--- src/rtl/warp_sched_pkg.sv ---
`default_nettype none
// ============================================================================
//  Module      : warp_sched_pkg
//  Description : Shared types and constants for the warp scheduler slice:
//                push-sequencer state encoding and arbitration-mode codes.
//  Revision    : 1.0  initial release
// ============================================================================
package warp_sched_pkg;

    typedef enum logic [1:0] {
        IDLE      = 2'd0,
        PUSH      = 2'd1,
        WAIT_DONE = 2'd2
    } state_t;

    localparam int ARB_RR    = 0;
    localparam int ARB_FIXED = 1;

endpackage
`default_nettype wire

--- src/rtl/rr_arbiter.sv ---
`default_nettype none
// ============================================================================
//  Module      : rr_arbiter
//  Description : Combinational find-first arbiter. In round-robin mode the
//                search starts at ptr and wraps modulo N; in fixed mode it
//                starts at index 0 and ptr is ignored.
//  Ports       : req[N]        request vector
//                ptr           round-robin start index (0..N-1)
//                mode          0 = round-robin, 1 = fixed (lowest wins)
//                gnt_valid     any request present
//                gnt_id        granted index, 0 when gnt_valid = 0
//  Revision    : 1.0  initial release
// ============================================================================
module rr_arbiter
    import warp_sched_pkg::*;
#(
    parameter int N    = 4,
    parameter int ID_W = $clog2(N)
) (
    input  logic [N-1:0]    req,
    input  logic [ID_W-1:0] ptr,
    input  logic            mode,
    output logic            gnt_valid,
    output logic [ID_W-1:0] gnt_id
);

    logic [ID_W-1:0] w_base;
    logic [ID_W:0]   w_sum;

    assign w_base = (mode == 1'(ARB_FIXED)) ? '0 : ptr;

    // Walk the N candidates starting at w_base; one extra bit on the sum lets
    // the wrap be done by a single conditional subtract for any N.
    always_comb begin
        gnt_valid = 1'b0;
        gnt_id    = '0;
        w_sum     = '0;
        for (int k = 0; k < N; k++) begin
            w_sum = {1'b0, w_base} + (ID_W+1)'(k);
            if (w_sum >= (ID_W+1)'(N)) begin
                w_sum = w_sum - (ID_W+1)'(N);
            end
            if (!gnt_valid && req[w_sum[ID_W-1:0]]) begin
                gnt_valid = 1'b1;
                gnt_id    = w_sum[ID_W-1:0];
            end
        end
    end

endmodule
`default_nettype wire

--- src/rtl/warp_scheduler.sv ---
`default_nettype none
// ============================================================================
//  Module      : warp_scheduler
//  Description : Per-cycle warp selection for instruction issue (round-robin
//                or fixed priority) plus sequencing of the warps that feed
//                the systolic array during a matmul push.
//  Ports       : clk, reset_n      clock, async active-low reset
//                ready_warps       per-warp ready from the warp-state table
//                push_en/push_mask push start and participating warps
//                matmul_done       push/pull unit reports completion
//                instr_ready       issue stage accepts instr_warp
//                push_valid/warp   warp pushed this cycle
//                pause             required push warp not ready
//                push_active       push sequence in progress
//                instr_valid/warp  instruction grant
//                stall_cnt         saturating pause count of current/last push
//  Revision    : 1.0  initial release
// ============================================================================
module warp_scheduler
    import warp_sched_pkg::*;
#(
    parameter int NUM_WARPS = 4,
    parameter int WID_W     = $clog2(NUM_WARPS),
    parameter int ARB_MODE  = 0,
    parameter int CNT_W     = 8
) (
    input  logic                 clk,
    input  logic                 reset_n,
    input  logic [NUM_WARPS-1:0] ready_warps,
    input  logic                 push_en,
    input  logic [NUM_WARPS-1:0] push_mask,
    input  logic                 matmul_done,
    input  logic                 instr_ready,
    output logic                 push_valid,
    output logic [WID_W-1:0]     push_warp,
    output logic                 pause,
    output logic                 push_active,
    output logic                 instr_valid,
    output logic [WID_W-1:0]     instr_warp,
    output logic [CNT_W-1:0]     stall_cnt
);

    state_t                r_state;
    logic [WID_W-1:0]      r_cur;
    logic [WID_W-1:0]      r_rr_ptr;
    logic [NUM_WARPS-1:0]  r_pmask;
    logic [CNT_W-1:0]      r_stall_cnt;

    logic                  w_in_push;
    logic                  w_cur_ready;
    logic [NUM_WARPS-1:0]  w_above;
    logic [NUM_WARPS-1:0]  w_srch_req;
    logic                  w_srch_valid;
    logic [WID_W-1:0]      w_srch_id;
    logic [NUM_WARPS-1:0]  w_push_onehot;
    logic [NUM_WARPS-1:0]  w_eligible;

    assign w_in_push   = (r_state == PUSH);
    assign w_cur_ready = ready_warps[r_cur];

    assign push_valid  = w_in_push &  w_cur_ready;
    assign pause       = w_in_push & ~w_cur_ready;
    assign push_warp   = push_valid ? r_cur : '0;
    assign push_active = (r_state != IDLE);
    assign stall_cnt   = r_stall_cnt;

    // Bits strictly above the current push warp.
    always_comb begin
        w_above = '0;
        for (int i = 0; i < NUM_WARPS; i++) begin
            w_above[i] = (i > int'(r_cur));
        end
    end

    // One lowest-set-bit search serves both the start of a push (over the
    // incoming mask) and the advance to the next participant (over the
    // latched mask restricted to bits above cur).
    assign w_srch_req = (r_state == IDLE) ? push_mask : (r_pmask & w_above);

    rr_arbiter #(
        .N    (NUM_WARPS)
    ) u_mask_search (
        .req       (w_srch_req),
        .ptr       ('0),
        .mode      (1'b1),
        .gnt_valid (w_srch_valid),
        .gnt_id    (w_srch_id)
    );

    // A warp being pushed this cycle cannot also issue.
    assign w_push_onehot = push_valid ? (NUM_WARPS'(1) << r_cur) : '0;
    assign w_eligible    = ready_warps & ~w_push_onehot;

    rr_arbiter #(
        .N    (NUM_WARPS)
    ) u_instr_arb (
        .req       (w_eligible),
        .ptr       (r_rr_ptr),
        .mode      (ARB_MODE == ARB_FIXED),
        .gnt_valid (instr_valid),
        .gnt_id    (instr_warp)
    );

    always_ff @(posedge clk or negedge reset_n) begin
        if (!reset_n) begin
            r_state     <= IDLE;
            r_cur       <= '0;
            r_pmask     <= '0;
            r_rr_ptr    <= '0;
            r_stall_cnt <= '0;
        end else begin
            if (instr_valid && instr_ready) begin
                r_rr_ptr <= (instr_warp == WID_W'(NUM_WARPS-1)) ? '0
                                                                : instr_warp + WID_W'(1);
            end

            case (r_state)
                IDLE: begin
                    if (push_en && (|push_mask)) begin
                        r_pmask     <= push_mask;
                        r_cur       <= w_srch_id;
                        r_stall_cnt <= '0;
                        r_state     <= PUSH;
                    end
                end
                PUSH: begin
                    // Every pause cycle counts, even one that coincides with
                    // matmul_done.
                    if (pause && (r_stall_cnt != '1)) begin
                        r_stall_cnt <= r_stall_cnt + CNT_W'(1);
                    end
                    if (matmul_done) begin
                        r_state <= IDLE;
                    end else if (push_valid) begin
                        if (w_srch_valid) begin
                            r_cur <= w_srch_id;
                        end else begin
                            r_state <= WAIT_DONE;
                        end
                    end
                end
                WAIT_DONE: begin
                    if (matmul_done) begin
                        r_state <= IDLE;
                    end
                end
                default: begin
                    r_state <= IDLE;
                end
            endcase
        end
    end

endmodule
`default_nettype wire

--- config.mk ---
export PLATFORM = sky130hd
export DESIGN_NAME = warp_scheduler
export DESIGN_NICKNAME = d
export VERILOG_FILES = /design/src/rtl/warp_sched_pkg.sv /design/src/rtl/rr_arbiter.sv /design/src/rtl/warp_scheduler.sv
export SDC_FILE = /design/constraint.sdc
export NUM_CORES = 1
export LEC_CHECK = 0
export ABC_AREA = 1
export CAP_MARGIN = 5
export CORE_MARGIN = 5
export CORE_UTILIZATION = 45
export DETAILED_ROUTE_END_ITERATION = 7
export PLACE_DENSITY_LB_ADDON = 0.2
export SYNTH_ARGS = -nofsm -noshare
export SYNTH_HDL_FRONTEND = slang
export SYNTH_SLANG_ARGS = --single-unit
--- constraint.sdc ---
create_clock -name clk -period 1.9 [get_ports clk]
set_input_delay 0.38 -clock clk [delete_from_list [all_inputs] [get_ports clk]]
set_output_delay 0.38 -clock clk [all_outputs]
set_load 0.005 [all_outputs]
## Word level (Yosys, flattened, before mapping)

Cells that the tools add are included.

- Register bits after elaboration: 18
- Bits of input ports: 13
- Output and inout port bits: 16
- Logic and storage cells: 115

- Add/subtract/negate cells: 9
- Magnitude comparators: 12
- Eq/ne operators: 12
- Shift operators: 1
- Muxes and demuxes: 47
- Bitwise gates (word level): 6
- Reductions and logical operators: 23

Operator list:

| cell | number |
|---|---|
| $mux 2 | 21 |
| $mux 8 | 2 |
| $pmux 8 s2 | 1 |
| $lt 2x3->1 const B | 5 |
| $mux 1 | 14 |
| $bmux 1 s2 | 5 |
| $ge 3x3->1 const B | 3 |
| $logic_and 1x1->1 | 9 |
| $add 8x1->8 const B | 1 |
| $and 4x4->4 | 2 |
| $mux 4 | 2 |
| $ne 8x8->1 const B | 1 |
| $sub 2x1->2 const B | 4 |
| $add 2x2->3 const B | 2 |
| $logic_not 1->1 | 6 |
| $ne 2x1->1 const B | 3 |
| $ne 2x2->1 const B | 3 |
| $ne 3x3->1 const B | 2 |
| $pmux 2 s3 | 1 |
| $reduce_and 5->1 | 1 |
| $eq 2x2->1 const B | 2 |
| $gt 2x2->1 const A | 2 |
| $not 4->4 | 1 |
| $pmux 2 s2 | 1 |
| other kinds (14) | 16 |

## Depth between registers and ports, before layout

- Depth in word-level cells: 20
- Gate-level depth with buffers: 19
- Mapped depth without buffers: 19

## Hierarchy

A second synthesis with hierarchy kept.

- Cells, all modules: 287
- Area total of the unflattened synthesis: 1755.4 um^2

Modules (own cells, without submodules):

| module | times used | cells each | area an instance (um^2) | sequential area each (um^2) |
|---|---|---|---|---|
| warp_scheduler | 1 | 159 | 1134.8 | 425.4 |
| rr_arbiter | 2 | 64 | 310.3 | 0.0 |

## Worst setup path after synthesis

OpenSTA, ideal clock, no wires.

- Path type: reg-to-reg
- Start: register r_cur[0]
- End: register r_rr_ptr[1]
- Library setup time: 0.120 ns
- Data arrival time: 1.845 ns
- Required time: 1.780 ns
- Slack: -0.065 ns
- Cell stages (with the launch flop): 17
- Buffers on the path: 0
- Path through: dfrtp_1 -> inv_2 -> nand2_1 -> nand2_1 -> nand2_2 -> nand2_4 -> nand3_2 -> nand3_1 -> nand3_2 -> nand2_4 -> nand3_4 -> nor2_1 -> nand2_1 -> nand4_1 -> ha_1 -> nand2_1 -> o21ai_2

- Cells in the longest elaborated chain, start to end: 20

Ends and longest elaborated chain:

| element | line | RTL |
|---|---|---|
| start, declared | warp_scheduler.sv:44 | `logic [WID_W-1:0] r_cur;` |
| start signal, assigned | warp_scheduler.sv:121 | `r_cur <= w_srch_id;` |
| start signal, assigned | warp_scheduler.sv:136 | `r_cur <= w_srch_id;` |
| $bmux 1 s2 | warp_scheduler.sv:59 | `assign w_cur_ready = ready_warps[r_cur];` |
| $mux 1 (not written as such) | warp_scheduler.sv:59 |  |
| $and 1x1->1 | warp_scheduler.sv:61 | `assign push_valid = w_in_push & w_cur_ready;` |
| $mux 4 * | warp_scheduler.sv:91 | `assign w_push_onehot = push_valid ? (NUM_WARPS'(1) << r_cur) : '0;` |
| $not 4->4 * | warp_scheduler.sv:92 | `assign w_eligible = ready_warps & ~w_push_onehot;` |
| $and 4x4->4 * | warp_scheduler.sv:92 |  |
| $bmux 1 s2 | rr_arbiter.sv:43 | `if (!gnt_valid && req[w_sum[ID_W-1:0]]) begin` |
| $mux 1 (not written as such) | rr_arbiter.sv:43 |  |
| [... 5 more ...] | n/a |  |
| $logic_and 1x1->1 | rr_arbiter.sv:43 |  |
| $mux 1 | rr_arbiter.sv:43 |  |
| $logic_not 1->1 | rr_arbiter.sv:43 |  |
| $logic_and 1x1->1 | rr_arbiter.sv:43 |  |
| $mux 2 * | rr_arbiter.sv:43 |  |
| named net instr_warp[1] | warp_scheduler.sv:39 | `output logic [WID_W-1:0] instr_warp,` |
| $add 2x1->2 or $eq 2x2->1 (tied branches) | warp_scheduler.sv:114, warp_scheduler.sv:113 |  |
| $mux 2 * | warp_scheduler.sv:113 | `r_rr_ptr <= (instr_warp == WID_W'(NUM_WARPS-1)) ? '0` |
| end signal, assigned | warp_scheduler.sv:113 |  |
| end, declared | warp_scheduler.sv:45 | `logic [WID_W-1:0] r_rr_ptr;` |

The timed path passes the listed nets; every way through them passes the cells marked *. The select of a mux whose other input is x is not followed.
A chain may end at the register's enable or synchronous reset.

## Worst setup path in the final report

- Start: register r_cur[0]
- End: register r_rr_ptr[1]

- Cells in the longest elaborated chain, start to end: 20

Ends and longest elaborated chain:

| element | line |
|---|---|
| $bmux 1 s2 | warp_scheduler.sv:59 |
| $mux 1 (not written as such) | warp_scheduler.sv:59 |
| $and 1x1->1 | warp_scheduler.sv:61 |
| $mux 4 * | warp_scheduler.sv:91 |
| $not 4->4 * | warp_scheduler.sv:92 |
| $and 4x4->4 * | warp_scheduler.sv:92 |
| $bmux 1 s2 | rr_arbiter.sv:43 |
| $mux 1 (not written as such) | rr_arbiter.sv:43 |
| [... 4 more ...] | n/a |
| $logic_not 1->1 | rr_arbiter.sv:43 |
| $logic_and 1x1->1 | rr_arbiter.sv:43 |
| $mux 1 | rr_arbiter.sv:43 |
| $logic_not 1->1 | rr_arbiter.sv:43 |
| $logic_and 1x1->1 | rr_arbiter.sv:43 |
| $mux 2 | rr_arbiter.sv:43 |
| $add 2x1->2 or $eq 2x2->1 (tied branches) | warp_scheduler.sv:114, warp_scheduler.sv:113 |
| $mux 2 | warp_scheduler.sv:113 |

Every way passes the cells marked *; elsewhere a longest branch is shown, timed or not. The select of a mux whose other input is x is not followed.

==> run_results.csv <==
group,metric,value,unit
status,status,"complete, but fails checks",
status,violations,"setup timing",
floorplan,rows,19,
floorplan,die_area,4117,sq um
timing,post-route-min-period,2.654,ns
synth,yosysMostFrequentCell,"nand2_1",
placement,gp_congestion,0.8108,
drt,vias,1649,
synth,ys_warn_count,0,
worst_setup_path,start_kind,"register",
floorplan,die_y,64.16,microns
drt,viasPerCell,5.515,
worst_setup_path,required,2.11,ns
global_routing,grtUsageMet1,25.29,%
drt,drt_iter0_drc,159,
clocking,worstSkewPairLatency,0.30,ns
drt,drc,0,
clocking,clock-root-buffer,"clkbuf_4",
cells_and_area,design_area,2333,sq um
drt,dr.pass1.iters,4,
flow_run,cap_violations,0,
placement,place_area,1897,sq um
synth,ys_seq_elements,17,
timing,fin_skew,0.008762,ns
clocking,cts_buffers,3,
synth,synthTopCellsByArea,"dfrtp_1, nand2_1, nand3_1",
global_routing,grtUsageTotal,21.24,%
global_routing,use_met2,37.94,%
synth,synthArstFlopShare,100.0,%
worst_setup_path,arrival,2.86,ns
timing,worst_pin_slew,0.3601,ns
global_routing,grt_overflow,0,
power_and_ir_drop,pwr_density_cell,1751,nW/um^2
placement,dp_hpwl,2741,microns
synth,synth_ff_type,"dfrtp_1",
timing,post-route-period-util,139.7,%
floorplan,floorplan.initialDensity,47.46,%
timing,fin_ws,-0.7536,ns
global_routing,antenna_found_initial,0,
drt,drt-wirelength-per-cell,16.63,microns
clocking,cts_sinks,17,
clocking,hold_buffers,0,
synth,syn_avg_cell_area,7.135,sq um
global_routing,grt_pass1_wl,7134,microns
synth,synth_edf_count,0,
synth,synth_common_cells,"nand2_1, inv_1, nand3_1",
global_routing,grt_use_met3,4.729,%
timing,slew_viol_final,0,
timing,setup_viol,10,
timing,final_hold_viol_count,0,
power_and_ir_drop,ir_drop,1.853,mV
synth,syn-num-nets,200,
floorplan,ios,29,
placement,numPortBuffers,28,
synth,postSynthCellCount,185,
floorplan,placeableCoreArea,2781,sq um
cells_and_area,area_delta_synth_final,76.78,%
global_routing,grt_pass1_vias,1565,
power_and_ir_drop,p_leak,1.109,nW
timing,whs,0.3823,ns
synth,yosysSeqAreaShare,32.23,%
cells_and_area,fillerInstances,143,
placement,dpl_worst_slack,-0.9676,ns
worst_setup_path,cp_max_fo,5,
power_and_ir_drop,total_power,4.086,mW
drt,ant_nets,0,
cells_and_area,fin_nets,284,
drt,wl,4971,microns
timing,fin_setup_tns,-4.130,ns
cells_and_area,drive_gt1_share,49.25,%
clocking,cts_max_path_buffers,2,
global_routing,busiest_layer,"met2",
timing,rsz0062_at_grt,"true",
clocking,cts_tree,"done",
clocking,path_clk_slew,0.11,ns
synth,ys_types,29,
worst_hold_path,hp-class,"primary input to asynchronous set/reset pin",
timing,clock.fmax,376.9,MHz
synth,syn_area,1320,sq um
worst_setup_path,critPathCaptureType,"register",
timing,slew_headroom,75.74,%
synth,synth_top_cell_by_area,"dfrtp_1",
synth,netlist.area_leader.share,32.23,%
worst_setup_path,critPathKind,"register to register",
cells_and_area,antenna_cells,0,
floorplan,die-width,64.16,microns
clocking,htree_num_levels,1,
global_routing,grt_max_degree,18,
==> stage by stage <==
stage          utilization [%]  cells
5_1_grt                  83.90    299
3_5_place_dp             68.20    277
4_1_cts                  77.10    295
6_report                 83.90    299
3_3_place_gp             68.20    277
2_1_floorplan                -    185
==> power breakdown <==
part,internal [mW],switching [mW],total [mW],leakage (nW)
Combinational,1.53,1.77,3.30,0.869
Sequential,0.473,0.110,0.583,0.222
Clock,0.0785,0.125,0.203,0.0177
Total,2.08,2.00,4.09,1.11
==> cell usage in the layout, fill, tap and decap left out, types with 4 or more instances in the layout <==
cell type	count
o21ai_2	5
buf_6	8
a21oi_1	6
clkdlybuf4s50_1	16
inv_2	9
buf_4	45
dfrtp_1	16
o21ai_0	9
nor2_1	11
nor2_4	4
inv_1	21
nand3_4	14
buf_2	4
nand2_4	6
dlygate4sd2_1	4
nand3_1	13
nand2_2	11
nand3_2	5
nand2_1	27
nor2_2	6
==> critical path, cell delays in order, from the launching register on <==
cell,delay (ns)
dfrtp_1,0.44
inv_2,0.10
nand2_1,0.05
nand2_1,0.08
nand2_2,0.07
nand2_4,0.13
nand3_4,0.12
nand3_4,0.15
nand3_4,0.10
nand2_4,0.09
buf_6,0.10
buf_6,0.09
nand3_1,0.10
nand2_2,0.10
nor2_2,0.04
buf_4,0.12
buf_4,0.12
buf_4,0.12
ha_1,0.29
nand2_1,0.09
o21ai_2,0.05
==> per-layer routing <==
layer / share of wire, % / wire, microns
met2: 52 / 2593
met3: 5.6 / 279
met5: 0 / 0
met1: 39 / 1923
met4: 3.5 / 174
==> path summary, 6_finish.rpt <==
| path | from | endpoint | slack (ns) | cells past startpoint |
|---|---|---|---|---|
| setup / recovery | r_cur[0]$_DFFE_PN0P_ | r_rr_ptr[1]$_DFFE_PN0P_ | -0.75 | 20 |
| min in group clk | r_pmask[2]$_DFFE_PN0P_ | r_pmask[2]$_DFFE_PN0P_ | 0.51 | 2 |
| max in group asynchronous | reset_n | r_cur[1]$_DFFE_PN0P_ | 1.30 | 2 |
| hold reg to reg | r_pmask[2]$_DFFE_PN0P_ | r_pmask[2]$_DFFE_PN0P_ | 0.51 | 2 |
| hold / removal | reset_n | stall_cnt[5]$_DFFE_PN0P_ | 0.38 | 2 |
| setup reg to reg | r_cur[0]$_DFFE_PN0P_ | r_rr_ptr[1]$_DFFE_PN0P_ | -0.75 | 20 |
==> sequential cells by signal (all words and copies together), names as in the netlist <==
name	flops
stall_cnt	8
r_pmask	3
r_cur	2
r_rr_ptr	2
r_state	2
==> cell type report <==
type | instances | area (sq um) | share of cell area (%)
repair buffers | 80 | 678.2 | 29.06
clock inverters | 1 | 5.005 | 0.2145
clock buffers | 3 | 22.52 | 0.9651
flip-flops and latches | 17 | 426.7 | 18.28
well taps | 31 | 38.79 | 1.662
multi-input cells | 136 | 1046 | 44.83
inverters | 31 | 116.4 | 4.987
==> what timing repair did <==
| action | 4_1_cts | 5_1_grt |
|---|---|---|
| pin swaps | 17 | 17 |
| endpoints found under the setup margin | 12 | 20 |
| cloned | 0 | 0 |
| resized for setup | 60 | 41 |
| setup buffers | 15 | 4 |
==> kinds of logic after synthesis <==
family,count (synthesis),share of synthesized area (%)
adders and majority gates,2,1.895
DFF,17,32.23
and+or+nand+nor,106,44.27
xor gates and xnor gates,2,1.327
buffers and inverters,32,9.384
AOI/OAI and AO/OA,26,10.90
Note: power is estimated with default switching activity, not from simulation.
